File: src/rtl/angle_bank_scheduler.sv
// Ping-pong bank scheduler: sequences filter fills and processing handshakes across one frame of angles.
// Define NABP_SCHED_STATS_EN to build the db_stall_cnt next-angle stall counter.
module angle_bank_scheduler #(
  parameter int NUM_ANGLES  = 180,
  parameter int ANGLE_WIDTH = 9
) (
  input  logic                   clk,
  input  logic                   reset_n,
  input  logic                   kick,
  output logic                   fl_start,
  output logic                   fl_bank,
  output logic [ANGLE_WIDTH-1:0] fl_angle,
  input  logic                   fl_done,
  output logic [ANGLE_WIDTH-1:0] pr_angle,
  output logic                   pr_bank,
  output logic                   pr_has_next_angle,
  input  logic                   pr_next_angle,
  output logic                   pr_next_angle_ack,
  input  logic                   pr_prev_angle_release,
  output logic                   pr_prev_angle_release_ack,
  output logic                   busy,
  output logic                   done,
  output logic [15:0]            db_stall_cnt
);
  localparam int CW = ANGLE_WIDTH + 1;
  localparam logic [CW-1:0]          FILL_TOTAL = CW'(NUM_ANGLES);
  localparam logic [ANGLE_WIDTH-1:0] LAST_ANGLE = ANGLE_WIDTH'(NUM_ANGLES - 1);

  typedef enum logic [2:0] {FREE, FILLING, FULL, IN_USE, RELEASING} bank_t;
  typedef enum logic {IDLE, RUN} frame_t;

  frame_t        state;
  bank_t         bank_st [2];
  logic [CW-1:0] fill_cnt;
  logic          fill_ptr;
  logic          rd_bank;
  logic          rd_valid;

  logic run, any_filling, any_releasing, fill_idx, rel_idx;
  logic fill_go, rel_a, rel_b, rel_c;

  // Every decision looks only at registered bank state, so a bank freed or
  // filled on one edge becomes usable on the next.
  always_comb begin
    run               = (state == RUN);
    any_filling       = (bank_st[0] == FILLING) || (bank_st[1] == FILLING);
    fill_idx          = (bank_st[1] == FILLING);
    any_releasing     = (bank_st[0] == RELEASING) || (bank_st[1] == RELEASING);
    rel_idx           = (bank_st[1] == RELEASING);
    pr_has_next_angle = run && (!rd_valid || (pr_angle != LAST_ANGLE));
    pr_next_angle_ack = pr_next_angle && rd_valid && (bank_st[~rd_bank] == FULL) && !any_releasing;
    rel_a             = pr_prev_angle_release && any_releasing;
    rel_b             = pr_prev_angle_release && run && !rd_valid && (bank_st[rd_bank] == FULL);
    rel_c             = pr_prev_angle_release && rd_valid && !pr_has_next_angle && !any_releasing;
    pr_prev_angle_release_ack = rel_a || rel_b || rel_c;
    fill_go           = run && (bank_st[fill_ptr] == FREE) && !any_filling && (fill_cnt < FILL_TOTAL);
  end

  assign busy    = (state == RUN);
  assign pr_bank = rd_bank;

  always_ff @(posedge clk) begin
    if (!reset_n) begin
      state      <= IDLE;
      bank_st[0] <= FREE;
      bank_st[1] <= FREE;
      fill_cnt   <= '0;
      fill_ptr   <= 1'b0;
      rd_bank    <= 1'b0;
      rd_valid   <= 1'b0;
      pr_angle   <= '0;
      fl_start   <= 1'b0;
      fl_bank    <= 1'b0;
      fl_angle   <= '0;
      done       <= 1'b0;
    end else begin
      fl_start <= 1'b0;
      done     <= 1'b0;
      if (state == IDLE) begin
        if (kick) begin
          state    <= RUN;
          fill_cnt <= '0;
          fill_ptr <= 1'b0;
          pr_angle <= '0;
          rd_bank  <= 1'b0;
          rd_valid <= 1'b0;
        end
      end else begin
        if (fill_go) begin
          fl_start          <= 1'b1;
          fl_bank           <= fill_ptr;
          fl_angle          <= fill_cnt[ANGLE_WIDTH-1:0];
          bank_st[fill_ptr] <= FILLING;
          fill_ptr          <= ~fill_ptr;
        end
        if (fl_done && any_filling) begin
          bank_st[fill_idx] <= FULL;
          fill_cnt          <= fill_cnt + CW'(1);
        end
        // The banks touched below are never the FREE/FILLING ones above.
        if (pr_next_angle_ack) begin
          bank_st[rd_bank]  <= RELEASING;
          bank_st[~rd_bank] <= IN_USE;
          rd_bank           <= ~rd_bank;
          pr_angle          <= pr_angle + ANGLE_WIDTH'(1);
        end
        if (rel_a) begin
          bank_st[rel_idx] <= FREE;
        end else if (rel_b) begin
          bank_st[rd_bank] <= IN_USE;
          rd_valid         <= 1'b1;
        end else if (rel_c) begin
          bank_st[rd_bank] <= FREE;
          rd_valid         <= 1'b0;
          done             <= 1'b1;
          state            <= IDLE;
        end
      end
    end
  end

`ifdef NABP_SCHED_STATS_EN
  logic [15:0] stall_q;

  always_ff @(posedge clk) begin
    if (!reset_n) begin
      stall_q <= '0;
    end else if ((state == IDLE) && kick) begin
      stall_q <= '0;
    end else if (run && pr_next_angle && !pr_next_angle_ack && (stall_q != 16'hFFFF)) begin
      stall_q <= stall_q + 16'd1;
    end
  end

  assign db_stall_cnt = stall_q;
`else
  assign db_stall_cnt = 16'd0;
`endif

endmodule

File: config.mk
export PLATFORM = sky130hd
export DESIGN_NAME = angle_bank_scheduler
export DESIGN_NICKNAME = d
export VERILOG_FILES = /design/src/rtl/angle_bank_scheduler.sv
export SDC_FILE = /design/constraint.sdc
export NUM_CORES = 1
export LEC_CHECK = 0
export BUFFER_PORTS_ARGS = -buffer_cell sky130_fd_sc_hd__buf_4
export CAP_MARGIN = 40
export CORE_MARGIN = 4
export CORE_UTILIZATION = 30
export CTS_CLUSTER_SIZE = 24
export DETAILED_ROUTE_END_ITERATION = 7
export GPL_TIMING_DRIVEN = 0
export SLEW_MARGIN = 25
export SYNTH_ARGS = -nofsm -noshare
export SYNTH_HDL_FRONTEND = slang
export SYNTH_SLANG_ARGS = --single-unit
File: constraint.sdc
create_clock -name clk -period 2.49 [get_ports clk]
set_input_delay 0.3735 -clock clk [delete_from_list [all_inputs] [get_ports clk]]
set_output_delay 0.3735 -clock clk [all_outputs]
set_load 0.005 [all_outputs]
==> results of run 1 <==
sequential cells by signal, indices dropped and copies added (netlist names), named ones only:
signal	count
pr_angle	9
pr_bank	1
bank_st	6
fl_angle	9
rd_valid	1
fl_start	1
fill_ptr	1
done	1
fill_cnt	10
fl_bank	1
busy	1
worst paths after layout:
path	start	end	slack [ns]	cells past startpoint
worst max-delay path	bank_st[1][2]$_SDFFE_PP0P_	pr_next_angle_ack	0.09	6
worst min-delay path	reset_n	fill_ptr$_SDFFE_PN0P_	0.40	3
worst max register to register	busy$_SDFF_PN0_	pr_angle[5]$_SDFFE_PN0P_	0.24	6
worst min register to register	fl_bank$_SDFFE_PN0P_	fl_bank$_SDFFE_PN0P_	0.46	2
cell usage in the layout (no fill, tap or decap), types with 5 or more instances in the layout:
cell type,netlist,routed
xor2_1,5,5
nand2_1,34,34
or3_1,6,6
o21ai_0,12,12
inv_1,6,6
dfxtp_2,0,5
a21oi_1,27,27
nand3_1,12,12
clkbuf_1,8,8
nor2_1,25,25
clkbuf_8,0,5
buf_4,16,48
dfxtp_1,43,38
conb_1,1,16
layout make-up:
class | instances | area, um^2
Sequential cell | 43 | 867.1
Clock buffer | 6 | 72.57
Fill cell | 816 | 4534
Multi-Input combinational cell | 221 | 1326
Timing Repair Buffer | 32 | 240.2
Clock inverter | 2 | 12.51
Tap cell | 99 | 123.9
Buffer | 25 | 162.7
Inverter | 8 | 30.03
layer usage:
metal	vias to the layer above	track usage, %	part of all wire, %
li1	1112	-	-
met1	1020	18.27	46
met2	49	21.77	47
met3	12	3.157	4.9
met4	0	5.569	2.1
met5	-	0	0
power groups by stage:
stage          clock network [mW]  logic, mW  registers, mW
2_1_floorplan                   0      0.313          0.788
4_1_cts                     0.461      0.408          0.800
3_5_place_dp                    0      0.402          0.816
6_report                    0.448      0.414          0.811
5_1_grt                     0.486      0.460          0.819
3_3_place_gp                    0      0.400          0.815
critical path: stages, from the launching register on:
cell,delay (ns)
dfxtp_1,0.41
nor3b_1,0.21
or3_4,0.37
or2_1,0.23
clkbuf_2,0.18
inv_1,0.19
buf_4,0.14
kinds of logic (layout without fill, tap and decap cells):
logic type               count (synthesis)  in the layout
flip-flops                              43             43
XOR/XNOR                                 5              5
other                                    1             16
multiplexers                             3              3
buffers and inverters                   33             73
adder cells (fa/ha/maj)                  2              2
AO/OA/AOI/OAI                           78             78
AND/OR/NAND/NOR                        117            117
stage by stage:
step           hold WS (ns)  total power [mW]  setup slack [ns]  utilization [%]  cell area (um^2)
3_3_place_gp         0.4483             1.215            0.1456            36.88              2718
4_1_cts              0.3931             1.669           0.02336            38.20              2815
2_1_floorplan        0.4527             1.101            0.5182                -              2361
5_1_grt              0.4126             1.765          0.002393            38.47              2835
3_5_place_dp         0.4546             1.219            0.1533            36.88              2718
6_report             0.4026             1.672           0.08670            38.47              2835
what timing repair did:
| action | CTS | global route |
|---|---|---|
| resized for setup | 2 | 7 |
| setup buffers | 1 | 0 |
| setup endpoints to repair | 2 | 2 |
| pin swaps | 1 | 0 |
==> results.txt, run 1 <==
----------------------------------------------------
[Cells and area]
  Area growth, synth to finish ... 23.02%
  Number of nets in the finished design ... between 300 and 400
  Antenna Diode Count ... 0
  Non-filler cells, final ... around 440
  Share of post-route cells with drive strength above 1 ... 22.55%

[Synth]
  Most frequent cell after synthesis ... dfxtp_1
  Predominant post-synthesis flop cell ... dfxtp_1
  Flop and latch count out of synthesis ... 43
  Fraction of synthesis flops using an asynchronous set or reset pin ... 0%
  Top-area cell type share of the netlist area ... roughly 37%
  Combinational family with the most area after synthesis ... simple AND/OR/NAND/NOR gates
  Number of distinct library cells after synthesis ... 59
  Combined area of all synthesized cells ... 2305 um^2
  EDFF count, synth ... 0
  Number of warnings issued by yosys ... 0
  Cell types with the largest area share after synthesis ... dfxtp_1, a21oi_1, nand2_1
  Part of the Yosys area used for sequential elements ... a little under two fifths
  Gate count of the mapped netlist ... 282
  Most frequent cells after synthesis ... dfxtp_1, nand2_1, a21oi_1, nor2_1, buf_4
  Simple-gate share of the synthesized area ... 27.09%
  Compound-gate portion of the synthesized area ... 22.75%
  Post-synthesis adder-cell area fraction ... 1.086%
  Area share of xor/xnor cells in the synthesized design ... under 10%
  Fraction of synthesized area in multiplexers ... 1.357%
  Cell taking the most area after synthesis ... dfxtp_1
  Post-synthesis area per instance ... 8.173 um^2

[STA]
  Final Max Tran Viols ... 0
  Slew Limit Headroom ... a little under three fifths
  Tcrit/Tclk final ... 96.52%
  Final Hold Vio Count ... 0
  Maximum achievable frequency ... 416.1 MHz
  Final min period ... 2.403 ns
  Setup TNS ... 0 ns
  Worst Max-Slew Pin Slew ... 0.6479 ns
  RSZ-0062 raised after global routing ... no
  Clock Skews ... 0.006602 ns
  Count of final setup violators ... 0

[Outcome]
  Result of the run ... completed

[Pwr]
  Leakage component of the power ... 1.083 nW
  Switching power ... 0.5621 mW
  Design internal power ... 1.110 mW
  Switching Share ... approximately a third
  Power density over the cells ... 589.9 nW/um^2
  Register share of total power ... 48.5%
  Peak supply drop ... around 0.24 mV
  Clk pwr share ... ~27%
  Combinational fraction of design power ... 24.7%

[GRT]
  GR Util All Layers ... 13.86%
  Wire length of the first global-routing pass ... ~10000 um
  Number of antenna violations at the first check in global routing ... 0
  GR Overflow Total ... 0
  Largest net degree at the start of global routing ... 14
  Vias in the first global route ... 2,049

[Detailed routing]
  Count of TritonRoute iterations in the first routing pass ... 4
  DRC ... 0
  Total routed wirelength ... between 6000 and 7000 um
  Detail-routed via count per cell ... 5.030
  Final antenna-violating net count ... 0
  Wirelength per Cell ... around 14 um
  Total via count in the routed design ... 2,193
  Number of DRC violations after detailed-routing iteration 0 ... 106

[CTS]
  Number of H-tree levels ... 2
  Hold-fix buffers at CTS ... 0
  Clock latency reported for the late side of the worst-skew pair ... 0.30 ns
  Root cell of the clock tree ... clkbuf_8
  TritonCTS clock tree ... built
  Post-CTS clock slew at the launch and capture registers of the worst setup and hold paths ... 0.08 ns
  Clock tree buffer depth ... 2
  Clock buffer count from CTS ... 5
  CTS Sinks ... between 40 and 50

[Place]
  Number of buffers added on ports ... 31
  Number of cells in the design after placement ... 427
  Half-perimeter wire length after placement ... 4472 um
  Global placer's final weighted congestion ... approximately 0.84

[Floorplanning]
  Placeable Area ... 7370 um^2
  Top Ports ... 48
  Height of the die ... 95.65 um
  Placement row count ... 31
  Area of the die ... just over 9000 um^2
  Initial Util ... between 30% and 40%
  Die X-Extent ... roughly 96 um

[Worst setup path]
  Maximum fanout count along the critical path ... 9
  Kind of capture point of the worst setup path ... output pin
  Worst Path Arrival ... just over 2 ns
  Startpoint type of the worst setup path ... flip-flop
  Critical path required time ... roughly 2.1 ns
  Kind of critical path ... reg -> out

[Run]
  Max-Cap Viols ... 0

[Min path]
  Classification of the worst-slack hold path ... in -> reg

----------------------------------------------------
(Power assumes the default switching activity.)
==> run 2: changes to the inputs <==
--- a/config.mk
+++ b/config.mk
@@ -8,10 +8,11 @@
 export BUFFER_PORTS_ARGS = -buffer_cell sky130_fd_sc_hd__buf_4
 export CAP_MARGIN = 40
 export CORE_MARGIN = 4
-export CORE_UTILIZATION = 30
+export CORE_UTILIZATION = 54
 export CTS_CLUSTER_SIZE = 24
 export DETAILED_ROUTE_END_ITERATION = 7
 export GPL_TIMING_DRIVEN = 0
+export PLACE_DENSITY = 0.79
 export SLEW_MARGIN = 25
 export SYNTH_ARGS = -nofsm -noshare
 export SYNTH_HDL_FRONTEND = slang
==> results.txt, run 2 (synthesized netlist as in run 1, its figures left out) <==
----------------------------------------------------
[CTS]
  Post-CTS clock slew at the launch and capture registers of the worst setup and hold paths ... 0.08 ns (about the same)
  CTS Sinks ... 43 (unchanged)
  Clock latency reported for the late side of the worst-skew pair ... 0.30 ns (about the same)
  Clock tree buffer depth ... 2 (unchanged)
  TritonCTS clock tree ... built
  Root cell of the clock tree ... clkbuf_8
  Number of H-tree levels ... 2 (unchanged)
  Clock buffer count from CTS ... 5 (unchanged)

[Worst setup path]
  Critical path required time ... 2.12 ns (about the same)
  Count of cells along the worst register-to-register path ... 5 (-1)
  Kind of capture point of the worst setup path ... output pin
  Reg-to-reg slack, setup ... 0.18 ns (-0.06 ns)
  Maximum fanout count along the critical path ... 8 (-1)
  Startpoint type of the worst setup path ... flip-flop
  Kind of critical path ... reg -> out
  Endpoint of the worst register-to-register path ... bank_st[0][1]$_SDFFE_PP1P_
  Worst Path Arrival ... 1.97 ns (-0.06 ns)
  Reg-to-reg startpoint ... bank_st[0][0]$_SDFFE_PP1P_

[GRT]
  Grt met2 use ... 35.65% (+14 points)
  GR Util All Layers ... 23.09% (+9.2 points)
  GR met3 Demand/Resource ... 4.241% (+1.1 points)
  Largest net degree at the start of global routing ... 14 (unchanged)
  Layer with the highest usage after global routing ... met2
  Wire length of the first global-routing pass ... 9860 um (-1.3%)
  GR Overflow Total ... 0 (unchanged)
  Number of antenna violations at the first check in global routing ... 0 (unchanged)
  Vias in the first global route ... 2,103 (+2.6%)
  Met1 Use GR ... 33.28% (+15 points)

[Detailed routing]
  Wirelength per Cell ... 15.29 um (+8.6%)
  Detail-routed via count per cell ... 5.982 (+19%)
  Final antenna-violating net count ... 0 (unchanged)
  Number of DRC violations after detailed-routing iteration 0 ... 210 (+98%)
  Total via count in the routed design ... 2,315 (+5.6%)
  Count of TritonRoute iterations in the first routing pass ... 5 (+1)
  DRC ... 0 (unchanged)
  Total routed wirelength ... 5917 um (-3.6%)

[Cells and area]
  Biggest register ... fill_cnt
  Area growth, synth to finish ... 19.87%
  Number of flip-flops in the largest register ... 10 (unchanged)
  Top Registers ... fill_cnt: 10 flops, fl_angle: 9 flops, pr_angle: 9 flops
  Most frequent cells in the layout ... buf_4, dfxtp_1, nand2_1
  Fraction of the core area covered by cells at the end of the flow ... 68.09% (+30 points)
  Leading cell type in the layout, fill and taps excluded ... buf_4
  Number of nets in the finished design ... 344 (unchanged)
  Antenna Diode Count ... 0 (unchanged)
  Number of fill cells in the layout ... 376 (-54%)
  Non-filler cells, final ... 387 (-11%)
  Share of post-route cells with drive strength above 1 ... 21.66% (-0.89 points)

[Floorplanning]
  Placeable Area ... 4058 um^2 (-45%)
  Height of the die ... 73.33 um (-23%)
  Area of the die ... 5377 um^2 (-41%)
  Initial Util ... 56.80% (+26 points)
  Die X-Extent ... 73.33 um (-23%)
  Placement row count ... 23 (-26%)
  Top Ports ... 48 (unchanged)

[Pwr]
  Leakage component of the power ... 1.078 nW (-0.52%)
  Post-route total power ... 1.666 mW (-0.38%)
  Power density over the cells ... 603.1 nW/um^2 (+2.2%)
  Peak supply drop ... 0.3219 mV (+35%)

[Min path]
  Depth of the worst hold-timing path ... 3 (unchanged)
  Classification of the worst-slack hold path ... in -> reg
  Capture endpoint of the worst hold path ... fill_ptr$_SDFFE_PN0P_
  Hold_sp ... reset_n

[STA]
  Final Hold Vio Count ... 0 (unchanged)
  Hold_ws ... 0.4080 ns (+0.005375 ns)
  Slew Limit Headroom ... 57.61% (+0.85 points)
  Maximum achievable frequency ... 427.2 MHz (+2.7%)
  Tcrit/Tclk final ... 94.01% (-2.5 points)
  Final Max Tran Viols ... 0 (unchanged)
  Count of final setup violators ... 0 (unchanged)
  Setup TNS ... 0 ns (unchanged)
  Clock Skews ... 0.005282 ns (-0.001319 ns)
  Final min period ... 2.341 ns (-0.06257 ns)
  Worst Max-Slew Pin Slew ... 0.6345 ns (-0.01339 ns)
  RSZ-0062 raised after global routing ... no

[Place]
  Half-perimeter wire length after placement ... 4279 um (-4.3%)
  Global placer's final weighted congestion ... 0.9235 (+10%)
  Number of buffers added on ports ... 31 (unchanged)
  Number of cells in the design after placement ... 378 (-11%)

[Run]
  Max-Cap Viols ... 0 (unchanged)

[Outcome]
  Result of the run ... completed

----------------------------------------------------
-- run 2: worst max-delay path by stage --
| stage | start | to | cells past startpoint |
|---|---|---|---|
| global route | pr_angle[4]$_SDFFE_PN0P_ | pr_prev_angle_release_ack | 5 |
| finish | bank_st[1][0]$_SDFFE_PP1P_ | pr_next_angle_ack | 6 |
| global placement | bank_st[0][2]$_SDFFE_PP0P_ | pr_next_angle_ack | 6 |
| floorplan | bank_st[0][0]$_SDFFE_PP1P_ | bank_st[0][1]$_SDFFE_PP1P_ | 5 |
| CTS | bank_st[0][1]$_SDFFE_PP1P_ | pr_next_angle_ack | 6 |
| detailed placement | bank_st[0][0]$_SDFFE_PP1P_ | bank_st[0][1]$_SDFFE_PP1P_ | 5 |
-- run 2: final cells by class --
cell class	count	area, um^2	share of cell area, %
multi-input cells	221	1319	47.74
flip-flops and latches	43	863.3	31.25
repair buffers	32	240.2	8.696
plain buffers	25	162.7	5.888
clock buffers	6	72.57	2.627
well taps	50	62.56	2.264
inverters	8	30.03	1.087
clock inverters	2	12.51	0.4529
-- run 2: critical path, cell delays in order, from the launching register on --
cell	delay (ns)
dfxtp_1	0.49
nor3b_1	0.14
or3_4	0.38
or2_1	0.23
clkbuf_2	0.17
inv_2	0.13
buf_4	0.12
-- run 2: per-stage QoR --
stage | setup WS, ns | cell area [um^2]
2_1_floorplan | 0.5182 | 2361
3_3_place_gp | 0.2108 | 2656
3_5_place_dp | 0.1667 | 2656
4_1_cts | 0.07077 | 2754
5_1_grt | 0.04261 | 2763
6_report | 0.1493 | 2763
-- run 2: metal layers --
layer  up-vias  wire (um)
li1       1118          -
met1      1088       2691
met2        99       2762
met3        10        387
met4         0         74
met5         -          0
-- run 2: report_power, final --
| group | total [mW] | switching (mW) | internal (mW) | leakage (nW) |
|---|---|---|---|---|
| combinational | 0.422 | 0.244 | 0.178 | 0.688 |
| clock | 0.440 | 0.244 | 0.196 | 0.0412 |
| sequential | 0.804 | 0.0715 | 0.733 | 0.348 |
| total | 1.67 | 0.560 | 1.11 | 1.08 |
-- run 2: timing repair --
action,CTS,global route
buffers inserted,1,0
resized for setup,2,4
hold buffers,0,0
gates cloned,0,0
endpoints found under the setup margin,2,1
pin swaps,1,0
==> run 3: changes to the inputs <==
--- a/config.mk
+++ b/config.mk
@@ -8,11 +8,10 @@
 export BUFFER_PORTS_ARGS = -buffer_cell sky130_fd_sc_hd__buf_4
 export CAP_MARGIN = 40
 export CORE_MARGIN = 4
-export CORE_UTILIZATION = 54
+export CORE_UTILIZATION = 35
 export CTS_CLUSTER_SIZE = 24
 export DETAILED_ROUTE_END_ITERATION = 7
 export GPL_TIMING_DRIVEN = 0
-export PLACE_DENSITY = 0.79
 export SLEW_MARGIN = 25
 export SYNTH_ARGS = -nofsm -noshare
 export SYNTH_HDL_FRONTEND = slang
==> results.txt, run 3 (synthesized netlist as in run 1, its figures left out) <==
----------------------------------------------------
[Detailed routing]
  DRC ... 0 (unchanged)
  Detail-routed via count per cell ... 5.327 (-11%)
  Final antenna-violating net count ... 0 (unchanged)
  Count of TritonRoute iterations in the first routing pass ... 4 (-1)
  Total routed wirelength ... 5864 um (-0.90%)
  Total via count in the routed design ... 2,200 (-5.0%)
  Wirelength per Cell ... 14.20 um (-7.1%)
  Number of DRC violations after detailed-routing iteration 0 ... 110 (-48%)

[STA]
  Slew Limit Headroom ... 57.13% (-0.48 points)
  Setup TNS ... 0 ns (unchanged)
  Final Hold Vio Count ... 0 (unchanged)
  Clock Skews ... 0.007986 ns (+0.002703 ns)
  Final min period ... 2.384 ns (+0.04284 ns)
  Tcrit/Tclk final ... 95.73% (+1.7 points)
  Count of final setup violators ... 0 (unchanged)
  Maximum achievable frequency ... 419.5 MHz (-1.8%)
  RSZ-0062 raised after global routing ... no
  Worst Max-Slew Pin Slew ... 0.6363 ns (+0.001784 ns)
  Final Max Tran Viols ... 0 (unchanged)

[Cells and area]
  Share of post-route cells with drive strength above 1 ... 21.13% (-0.53 points)
  Number of flip-flops in the largest register ... 10 (unchanged)
  Most frequent cells in the layout ... buf_4, dfxtp_1, nand2_1
  Antenna Diode Count ... 0 (unchanged)
  Biggest register ... fill_cnt
  Number of nets in the finished design ... 343 (-0.29%)
  Top Registers ... fill_cnt: 10 flops, fl_angle: 9 flops, pr_angle: 9 flops
  Area growth, synth to finish ... 21.50%
  Final std cell area, no fill ... 2800 um^2 (+1.4%)
  Leading cell type in the layout, fill and taps excluded ... buf_4

[Worst setup path]
  Count of cells along the worst register-to-register path ... 6 (+1)
  Kind of critical path ... reg -> out
  Startpoint type of the worst setup path ... flip-flop
  Endpoint of the worst register-to-register path ... fl_angle[7]$_SDFFE_PN0P_
  Maximum fanout count along the critical path ... 9 (+1)
  Critical path required time ... 2.12 ns (about the same)
  Worst Path Arrival ... 2.01 ns (+0.04 ns)
  Kind of capture point of the worst setup path ... output pin
  Reg-to-reg slack, setup ... 0.22 ns (+0.04 ns)
  Reg-to-reg startpoint ... bank_st[0][0]$_SDFFE_PP1P_

[CTS]
  CTS Sinks ... 43 (unchanged)
  Clock buffer count from CTS ... 5 (unchanged)
  Number of H-tree levels ... 2 (unchanged)
  Clock latency reported for the late side of the worst-skew pair ... 0.30 ns (about the same)
  Clock tree buffer depth ... 2 (unchanged)
  Root cell of the clock tree ... clkbuf_8
  Post-CTS clock slew at the launch and capture registers of the worst setup and hold paths ... 0.09 ns (about the same)
  TritonCTS clock tree ... built
  Hold-fix buffers at CTS ... 0 (unchanged)

[Min path]
  Capture endpoint of the worst hold path ... pr_bank$_SDFFE_PN0P_
  Hold_sp ... reset_n
  Depth of the worst hold-timing path ... 3 (unchanged)
  Classification of the worst-slack hold path ... in -> reg

[Floorplanning]
  Die X-Extent ... 89.15 um (+22%)
  Area of the die ... 7947 um^2 (+48%)
  Top Ports ... 48 (unchanged)
  Placement row count ... 29 (+26%)
  Height of the die ... 89.15 um (+22%)
  Initial Util ... 36.09% (-21 points)
  Placeable Area ... 6386 um^2 (+57%)

[GRT]
  GR Util All Layers ... 15.39% (-7.7 points)
  Wire length of the first global-routing pass ... 9549 um (-3.2%)
  Largest net degree at the start of global routing ... 14 (unchanged)
  Number of antenna violations at the first check in global routing ... 0 (unchanged)
  GR Overflow Total ... 0 (unchanged)
  Vias in the first global route ... 1,973 (-6.2%)

[Pwr]
  Leakage component of the power ... 1.081 nW (+0.34%)
  Power density over the cells ... 589.8 nW/um^2 (-2.2%)
  Switching power ... 0.5513 mW (-1.5%)
  Design internal power ... 1.100 mW (-0.55%)
  Peak supply drop ... 0.2816 mV (-13%)
  Switching Share ... 33.38% (-0.21 points)
  Clk pwr share ... 26.8% (+0.4 points)
  Register share of total power ... 48.6% (+0.3 points)
  Combinational fraction of design power ... 24.6% (-0.7 points)

[Place]
  Global placer's final weighted congestion ... 0.8433 (-8.7%)
  Placement-stage cell area ... 2690 um^2 (+1.3%)
  Half-perimeter wire length after placement ... 4263 um (-0.38%)
  Number of buffers added on ports ... 31 (unchanged)

[Run]
  Max-Cap Viols ... 0 (unchanged)

[Outcome]
  Result of the run ... completed

----------------------------------------------------
-- run 3: changes by cell type in the layout (fill, tap and decap cells not counted), sizes merged --
cell	before	now
clkbuf	14	13
-- run 3: worst max-delay path, cell delays in order, from the launching register on --
cell and delay, ns:
dfxtp_1 0.50, nor3b_2 0.10, or3_4 0.42, or2_1 0.36, inv_1 0.19, buf_4 0.14
-- run 3: what timing repair did --
action | in CTS | in global routing
endpoints found under the setup margin | 2 | 2
cloned | 0 | 0
pin swaps | 1 | 0
endpoints found under the hold margin | 0 | 0
resized for setup | 1 | 3
buffers inserted | 1 | 0
-- run 3: metrics by stage --
| stage | std cells | hold slack [ns] | utilization (%) | power [mW] | worst slack (ns) |
|---|---|---|---|---|---|
| after global placement | 405 | 0.4494 | 42.12 | 1.215 | 0.1676 |
| final | 413 | 0.4022 | 43.85 | 1.652 | 0.1064 |
| after global routing | 413 | 0.3983 | 43.85 | 1.762 | 0.02313 |
| after floorplan | 297 | 0.4527 | - | 1.101 | 0.5182 |
| after CTS | 413 | 0.4088 | 43.57 | 1.661 | 0.06790 |
| after detailed placement | 405 | 0.4521 | 42.12 | 1.214 | 0.1744 |
-- run 3: how the worst max path moves through the flow --
| stage | endpoint | cells after the start | startpoint |
|---|---|---|---|
| final | pr_next_angle_ack | 5 | bank_st[0][1]$_SDFFE_PP1P_ |
| after detailed placement | pr_prev_angle_release_ack | 5 | pr_angle[4]$_SDFFE_PN0P_ |
| after global placement | pr_prev_angle_release_ack | 5 | pr_angle[2]$_SDFFE_PN0P_ |
| after CTS | pr_prev_angle_release_ack | 5 | pr_angle[4]$_SDFFE_PN0P_ |
| after floorplan | bank_st[0][1]$_SDFFE_PP1P_ | 5 | bank_st[0][0]$_SDFFE_PP1P_ |
| after global routing | fl_angle[6]$_SDFFE_PN0P_ | 6 | bank_st[0][0]$_SDFFE_PP1P_ |
-- run 3: layer usage --
layer	up-vias	part of all wire (%)	GRT usage, %
met4	0	1.3	5.142
met5	-	0	0
met3	7	5.8	3.041
met1	1026	47	21.11
met2	58	46	24.18
li1	1109	-	-
-- run 3: area by class of cell --
| type | count | area, um^2 |
|---|---|---|
| tap | 77 | 96.34 |
| clock buffer | 6 | 72.57 |
| clock inverter | 2 | 12.51 |
| buffer | 24 | 157.7 |
| timing repair buffer | 32 | 240.2 |
| sequential | 43 | 860.8 |
| inverter | 8 | 30.03 |
| fill | 658 | 3586 |
| multi-input combinational | 221 | 1330 |
-- run 3: power by group through the flow --
stage	registers (mW)	logic (mW)	clock network [mW]
after floorplan	0.788	0.313	0
after global placement	0.816	0.399	0
after detailed placement	0.814	0.401	0
after CTS	0.797	0.406	0.458
after global routing	0.811	0.456	0.495
final	0.803	0.405	0.443
